<file path="src/rtl/color_adjust_pkg.sv">
// Shared constants, types and helpers for the color_adjust pixel stage.
package color_adjust_pkg;

  localparam int CH_W_DEF      = 8;
  localparam int NCH_DEF       = 3;
  localparam int GAIN_W_DEF    = 8;
  localparam int GAIN_FRAC_DEF = 2;
  localparam int OFF_W_DEF     = 9;

  typedef struct packed {
    logic valid;
    logic sof;
  } stage_vld_t;

  function automatic int unity_gain(input int frac);
    return 1 << frac;
  endfunction

  // Saturate a signed value into the range [0, 2^ch_w-1].
  function automatic logic [31:0] clamp_ch(input logic signed [31:0] v, input int ch_w);
    logic signed [31:0] max_v;
    max_v = (32'sd1 <<< ch_w) - 32'sd1;
    if (v[31]) return '0;
    else if (v > max_v) return max_v;
    else return v;
  endfunction

endpackage

</file>
<file path="src/rtl/color_adjust_channel.sv">
// One colour channel: stage 1 multiplies by gain, stage 2 shifts, adds offset and clamps.
module channel_adjust
  import color_adjust_pkg::*;
#(
  parameter int CH_W      = CH_W_DEF,
  parameter int GAIN_W    = GAIN_W_DEF,
  parameter int GAIN_FRAC = GAIN_FRAC_DEF,
  parameter int OFF_W     = OFF_W_DEF
) (
  input  logic              clk,
  input  logic              reset,
  input  logic              in_valid,
  input  logic              s1_valid,
  input  logic [CH_W-1:0]   pix,
  input  logic [GAIN_W-1:0] gain,
  input  logic [OFF_W-1:0]  offset,
  output logic [CH_W-1:0]   out,
  output logic              clamped
);

  localparam int PW = CH_W + GAIN_W;
  localparam int SW = PW + 1;
  localparam logic signed [SW-1:0] MAX_V = SW'((1 << CH_W) - 1);

  logic [PW-1:0]         prod_q;
  logic [OFF_W-1:0]      off_q;
  logic [PW-1:0]         shifted;
  logic signed [SW-1:0]  sum;
  logic signed [31:0]    sum32;
  logic                  is_clamp;

  // The offset travels with the pixel so it matches the gain used at stage 1.
  always_ff @(posedge clk) begin
    if (reset) begin
      prod_q <= '0;
      off_q  <= '0;
    end else if (in_valid) begin
      prod_q <= PW'(pix) * PW'(gain);
      off_q  <= offset;
    end
  end

  always_comb begin
    shifted  = prod_q >> GAIN_FRAC;
    sum      = $signed({1'b0, shifted}) + SW'($signed(off_q));
    sum32    = 32'(sum);
    is_clamp = sum[SW-1] || (sum > MAX_V);
  end

  always_ff @(posedge clk) begin
    if (reset) begin
      out     <= '0;
      clamped <= 1'b0;
    end else if (s1_valid) begin
      out     <= CH_W'(clamp_ch(sum32, CH_W));
      clamped <= is_clamp;
    end
  end

endmodule

</file>
<file path="src/rtl/color_adjust.sv">
// Per-channel gain/offset adjust with frame-boundary config shadowing.
// Optional SAT_STATS_EN adds a per-frame clamp counter on sat_count.
module color_adjust
  import color_adjust_pkg::*;
#(
  parameter int CH_W      = CH_W_DEF,
  parameter int NCH       = NCH_DEF,
  parameter int GAIN_W    = GAIN_W_DEF,
  parameter int GAIN_FRAC = GAIN_FRAC_DEF,
  parameter int OFF_W     = OFF_W_DEF
) (
  input  logic                clk,
  input  logic                reset,
  input  logic [NCH*CH_W-1:0] pix_in,
  input  logic                pix_valid_in,
  input  logic                pix_sof_in,
  input  logic [GAIN_W-1:0]   cfg_gain,
  input  logic [OFF_W-1:0]    cfg_offset,
  input  logic                cfg_wr,
  output logic [NCH*CH_W-1:0] pix_out,
  output logic                pix_valid_out,
  output logic                pix_sof_out,
  output logic                cfg_pending
`ifdef SAT_STATS_EN
  ,
  output logic [15:0]         sat_count
`endif
);

  localparam logic [GAIN_W-1:0] UNITY = GAIN_W'(unity_gain(GAIN_FRAC));

  // Handshake: pix_valid_in qualifies pix_in and pix_sof_in for one cycle; there
  // is no ready, the pipe never stalls, and pix_valid_out marks pix_out/pix_sof_out.

  logic [GAIN_W-1:0] act_gain, pend_gain, use_gain;
  logic [OFF_W-1:0]  act_off, pend_off, use_off;
  logic              apply;
  stage_vld_t        s1, s2;
  logic [NCH-1:0]    clamp_flags;

  assign apply    = pix_valid_in && pix_sof_in && cfg_pending;
  assign use_gain = apply ? pend_gain : act_gain;
  assign use_off  = apply ? pend_off  : act_off;

  // A write on the same cycle as an applying sof lands in pending for the next frame.
  always_ff @(posedge clk) begin
    if (reset) begin
      act_gain    <= UNITY;
      act_off     <= '0;
      pend_gain   <= UNITY;
      pend_off    <= '0;
      cfg_pending <= 1'b0;
    end else begin
      if (apply) begin
        act_gain <= pend_gain;
        act_off  <= pend_off;
      end
      if (cfg_wr) begin
        pend_gain   <= cfg_gain;
        pend_off    <= cfg_offset;
        cfg_pending <= 1'b1;
      end else if (apply) begin
        cfg_pending <= 1'b0;
      end
    end
  end

  always_ff @(posedge clk) begin
    if (reset) begin
      s1 <= '0;
      s2 <= '0;
    end else begin
      s1 <= '{valid: pix_valid_in, sof: pix_valid_in && pix_sof_in};
      s2 <= s1;
    end
  end

  assign pix_valid_out = s2.valid;
  assign pix_sof_out   = s2.sof;

  for (genvar i = 0; i < NCH; i++) begin : g_ch
    channel_adjust #(
      .CH_W      (CH_W),
      .GAIN_W    (GAIN_W),
      .GAIN_FRAC (GAIN_FRAC),
      .OFF_W     (OFF_W)
    ) u_ch (
      .clk      (clk),
      .reset    (reset),
      .in_valid (pix_valid_in),
      .s1_valid (s1.valid),
      .pix      (pix_in[i*CH_W +: CH_W]),
      .gain     (use_gain),
      .offset   (use_off),
      .out      (pix_out[i*CH_W +: CH_W]),
      .clamped  (clamp_flags[i])
    );
  end

`ifdef SAT_STATS_EN
  logic [15:0] n_clamp;
  logic [15:0] sat_cnt;
  logic [16:0] sat_sum;

  always_comb begin
    n_clamp = '0;
    for (int i = 0; i < NCH; i++) n_clamp = n_clamp + 16'(clamp_flags[i]);
    sat_sum = {1'b0, sat_cnt} + {1'b0, n_clamp};
  end

  // The sof pixel's own clamps start the new frame's count.
  always_ff @(posedge clk) begin
    if (reset) begin
      sat_cnt   <= '0;
      sat_count <= '0;
    end else if (s2.valid) begin
      if (s2.sof) begin
        sat_count <= sat_cnt;
        sat_cnt   <= n_clamp;
      end else begin
        sat_cnt <= sat_sum[16] ? 16'hFFFF : sat_sum[15:0];
      end
    end
  end
`else
  logic unused_clamp_flags;
  assign unused_clamp_flags = ^clamp_flags;
`endif

endmodule

</file>
<file path="config.mk">
export PLATFORM = sky130hd
export DESIGN_NAME = color_adjust
export DESIGN_NICKNAME = d
export VERILOG_FILES = /design/src/rtl/color_adjust_pkg.sv /design/src/rtl/color_adjust_channel.sv /design/src/rtl/color_adjust.sv
export SDC_FILE = /design/constraint.sdc
export NUM_CORES = 1
export LEC_CHECK = 0
export ABC_AREA = 1
export BUFFER_PORTS_ARGS = -buffer_cell sky130_fd_sc_hd__buf_2
export CAP_MARGIN = 25
export CORE_ASPECT_RATIO = 1.75
export CORE_MARGIN = 2
export CORE_UTILIZATION = 45
export DETAILED_ROUTE_END_ITERATION = 10
export GPL_ROUTABILITY_DRIVEN = 0
export PLACE_DENSITY = 0.72
export SETUP_SLACK_MARGIN = 0.2
export SLEW_MARGIN = 30
export SYNTH_ARGS = -nofsm -noshare
export SYNTH_HDL_FRONTEND = slang
export SYNTH_SLANG_ARGS = --single-unit
</file>
<file path="constraint.sdc">
create_clock -name clk -period 7.4 [get_ports clk]
set_clock_uncertainty 0.05 [all_clocks]
set_input_delay 0.74 -clock clk [delete_from_list [all_inputs] [get_ports clk]]
set_output_delay 0.74 -clock clk [all_outputs]
set_load 0.02 [all_outputs]
</file>
# After elaboration in Yosys (flattened, before gate mapping)
# Cells that the tools add are included.
dict set report word_totals {
  inputBits 46
  reg_bits 120
  output_inout_bits 27
  word_cells 38
}
dict set report op_classes {
  multipliers 3
  n_lt_le_gt_ge 3
  add_sub_neg 3
  reduce_logical 3
  n_mux 10
}
# cell n
set ops {}
lappend ops {{$mux 8} 7}
lappend ops {{$add 15x9->16} 3}
lappend ops {{$gt 16x9->1 const B} 3}
lappend ops {{$mul 8x8->16} 3}
lappend ops {{$mux 9} 1}
lappend ops {{$logic_and 1x1->1} 2}
lappend ops {{$mux 1} 2}
lappend ops {{$reduce_bool 2->1} 1}

# Depth between registers and ports, before layout
dict set report logic_depth {
  depth_word 4
  depth_mapped 25
}

# Hierarchy
# A second synthesis with hierarchy kept.
dict set report unflattened {
  cells_unflattened 2179
  area_unflattened_um2 14556.5
}
# module instances cells_per_inst seq_area_each_um2 area_per_inst_um2
set by_module_without_submodules {}
lappend by_module_without_submodules {{channel_adjust at g_ch[0].u_ch} 1 657 640.6 4381.7}
lappend by_module_without_submodules {{channel_adjust at g_ch[1].u_ch} 1 656 640.6 4286.6}
lappend by_module_without_submodules {{channel_adjust at g_ch[2].u_ch} 1 650 640.6 4284.1}
lappend by_module_without_submodules {color_adjust 1 216 780.7 1604.0}

# Worst setup path before layout
# OpenSTA, ideal clock, no wires.
dict set report synth_timing {
  path_kind {input port to flip-flop}
  start {input port pix_valid_in}
  end {register g_ch[0].u_ch.prod_q[13]}
  setup_ns 0.116
  path_stages 21
  slack_ns 1.957
  required_time_ns 7.234
  arrival_time_ns 5.277
  path_cell_list {buf_2 nand3_1 buf_2 o21ai_1 clkbuf_1 nor2_1 fa_1 fa_1 inv_1 fa_1 fa_1 inv_1 ha_1 nand2_1 o211ai_1 a31oi_1 o21bai_1 or2_2 nand3_1 o211ai_1 inv_1}
}
dict set report synth_between {
  elab_chain_cells 4
}
# item line_no
set synth_lines {}
lappend synth_lines {{start, declared} color_adjust.sv:15} ;# input logic pix_valid_in,
lappend synth_lines {{$logic_and 1x1->1 (2 in series)} color_adjust.sv:41} ;# assign apply = pix_valid_in && pix_sof_in && cfg_pending;
lappend synth_lines {{$mux 8} --}
lappend synth_lines {{$mul 8x8->16} color_adjust_channel.sv:38} ;# prod_q <= PW'(pix) * PW'(gain);
lappend synth_lines {{end signal, assigned} color_adjust_channel.sv:38}
lappend synth_lines {{end, declared} color_adjust_channel.sv:25} ;# logic [PW-1:0] prod_q;
# Several ways; a longest one is shown, not always the timed one.
# A chain may end at the register's enable or synchronous reset.

# Final worst setup path
# Same ends and word-level chain as after synthesis.

==> impl_metrics.tcl <==
set metrics [dict create \
    grt_pass1_vias 11500 \
    power_frac_comb_pct 37.1 \
    path_max_fanout 18 \
    vias 11300 \
    worstPathCellList "buf_2, nand3_1, o21ai_2, inv_1, nand2_1, fa_1, fa_1, inv_1, fa_1, inv_1, fa_1, inv_1, ha_1, a21oi_1, o21ai_0, a31oi_1, o21bai_1, or2_2, nand3_1, o211ai_1, inv_1" \
    drc 0 \
    cts_hold_buffers 0 \
    critPathTopFamily "adder cells" \
    synthDistinctLibCells 40 \
    cp_slowest_stage_delay_ns 1.00 \
    period_share_pct 84.3 \
    p_int_uw 1520 \
    nFillCells 2798 \
    final_common_cell "inv_1" \
    drt_first_pass_iters 5 \
    dieArea_sq_um 29900 \
    ios 73 \
    yosys-top-cells-area "dfxtp_1, fa_1, ha_1" \
    syn_area_per_cell_sq_um 7.13 \
    die_h_microns 227 \
    drv_cap 0 \
    cts_setup_buffers 0 \
    peakVddDrop_uv 147 \
    rows 81 \
    ant_nets 0 \
    critPathSlowestCell "o21ai_2" \
    antenna_cells 0 \
    hold_viol_final 0 \
    numCtsBuffers 17 \
    clock_power_share_pct 34.5 \
    timing.final.crit_period_ns 6.24 \
    drt_iter0_markers 520 \
    cp_common_cell "inv_1" \
    switching_power_uw 938 \
    synth_top_cell_by_area "dfxtp_1" \
    cts_tree "built" \
    start_kind "primary input" \
    clock-sinks 114 \
    endpoint_kind "flip-flop" \
    ys_seq_area_share_pct 17.8 \
    seq_power_share_pct 28.4 \
    startpoint "pix_valid_in" \
    final_util_pct 50.8 \
    hp-class "flip-flop to flip-flop" \
    grt_overflow 0 \
    p_leak_uw 0.00789 \
    antenna_found_initial 0 \
    grt_pass1_wl_microns 52400 \
    h-tree-depth 4 \
    critical_path_buf_inv_count 6 \
    worstHoldStart "s1[0]" \
    setup_violations 0 \
    register_area_sq_um 2280 \
    synthesis.nets 2106 \
    area_delta_synth_final_pct 10.6 \
    cp.depth 21 \
    syn_area_sq_um 12800 \
    holdPathStages 2 \
    gr-usage-all-layers_pct 21.2 \
    core_area_sq_um 28000 \
    io_buffer_count 72 \
    cts_resized 0 \
    critPathKind "primary input to flip-flop" \
    cts.path.max_buffers 2 \
    reg2reg_from "cfg_pending" \
    synth_top_area_share_pct 17.8 \
    cts.clk_slew.worst_paths_ns 0.06 \
    reg2reg_depth 20 \
    critPathRequiredTime_ns 7.72 \
    wirelength_microns 30600 \
    p_sw_share_pct 38.1 \
    cp.arrival_ns 6.56 \
    max_freq_mhz 160 \
    p_per_area_nw_per_um2 173 \
    rsz0062_at_grt "no" \
    tightest_slew_ns 0.905 \
    grt_max_degree 74 \
    fin_nets 2167 \
    dp_hpwl_microns 24800 \
    drive_above_1_share_pct 9.50 \
    slew_viol_final 0 \
    yosysWarnings 0 \
    final_cell_mix "inv_1, nand2_1, nor2_1, ha_1, dfxtp_1" \
    setup_tns_ns 0 \
    status "completed" \
    synth_seq_cells 114 \
    multi_input_area_sq_um 9080 \
    die_x_microns 132 \
    start_util_pct 45.9 \
    root_buffer "clkbuf_16" \
    slew_headroom_pct 39.5 \
    post_drt_via_cell_ratio 5.03 \
    wl_per_cell_microns 13.6 \
    clk_latency_ns 0.43 \
    syn-instance-count 1799 \
]
[final cells by class]
| class | count | share of cell area (%) |
|---|---|---|
| Inverter | 348 | 9.20 |
| Clock buffer | 18 | 3.09 |
| Clock inverter | 14 | 1.16 |
| Timing Repair Buffer | 85 | 3.23 |
| Tap cell | 373 | 3.29 |
| Multi-Input combinational cell | 1294 | 64.0 |
| Sequential cell | 114 | 16.1 |
[registers in the layout, summed over array words and instances (netlist names), 2 cells and up]
signal	count
s1	2
act_off	9
pend_gain	8
g_ch.u_ch.off_q	9
act_gain	8
g_ch.u_ch.out	24
g_ch.u_ch.prod_q	42
pend_off	9
[cells by family after synthesis]
group	share of synthesized area [%]
muxes	0.858
adders and majority gates	31.9
DFF	17.8
buffers and inverters	11.5
xor gates and xnor gates	2.80
and+or+nand+nor	25.0
AOI/OAI and AO/OA	10.1
[per-stage QoR]
step                      setup slack (ns)  hold slack (ns)  cell area [sq um]  power (uW)  cells
after floorplan                       1.96            0.338              12800        1410   1799
after global placement               0.925            0.343              13600        1590   2214
after detailed placement             0.812            0.353              13600        1620   2214
after CTS                             1.25            0.363              14200        2480   2246
after global routing                 0.770            0.374              14200        2650   2246
final                                 1.16            0.360              14200        2460   2246
[power groups by stage]
stage | combinational (uW) | clock, uW | sequential, uW
CTS | 914 | 862 | 700
finish | 913 | 849 | 700
global placement | 879 | 0 | 712
global route | 1050 | 889 | 706
detailed placement | 904 | 0 | 713
floorplan | 686 | 0 | 719
[worst reg2reg max path: cells and delay by family (launching register included)]
kind            cells  cell delay (ns)
fa+ha+maj           5             2.10
compound gates      6             1.83
simple gates        4             1.18
buf+inv             5             0.63
flops               1             0.34
[per-layer routing]
metal  vias up  global-route usage (%)  part of all wire, %  wire [microns]
li1       5726                       -                    -               -
met1      5252                    22.8                   41           12500
met2       241                    39.9                   51           15600
met3        88                    2.78                  3.0             906
met4         0                    12.1                  5.3            1620
met5         -                       0                    0               0
[synthesized netlist by cell type]
master and number:
xor2_1 13, and2_4 1, xnor2_1 28, nor2_1 305, nand3_2 6, nand2_4 3
fa_1 111, nand3b_1 2, o211ai_1 18, nand4_2 1, o21ai_1 2, o21a_2 1
a21oi_1 76, buf_2 7, o21ai_0 66, a21oi_2 17, buf_1 5, nand3_1 85
nor2_2 2, a21oi_4 5, nor3_1 8, clkbuf_1 31, o21bai_1 9, nand4_1 18
clkinv_1 1, a31oi_1 4, o221ai_1 6, nor4_1 5, mux2i_1 11, ha_1 150
inv_1 342, nand2_1 319, dfxtp_1 114, nand2_8 1, o21ai_2 3, inv_2 5
a21o_1 4, nor2_4 1, or2_2 3, nand2_2 10
[final timing paths]
path | end | slack [ns]
hold / removal | pix_sof_out | 0.36
setup / recovery | g_ch[0].u_ch.prod_q[13] | 1.16
hold reg to reg | pix_sof_out | 0.36
setup reg to reg | g_ch[0].u_ch.prod_q[13] | 1.22
Note: power is estimated with default switching activity, not from simulation.
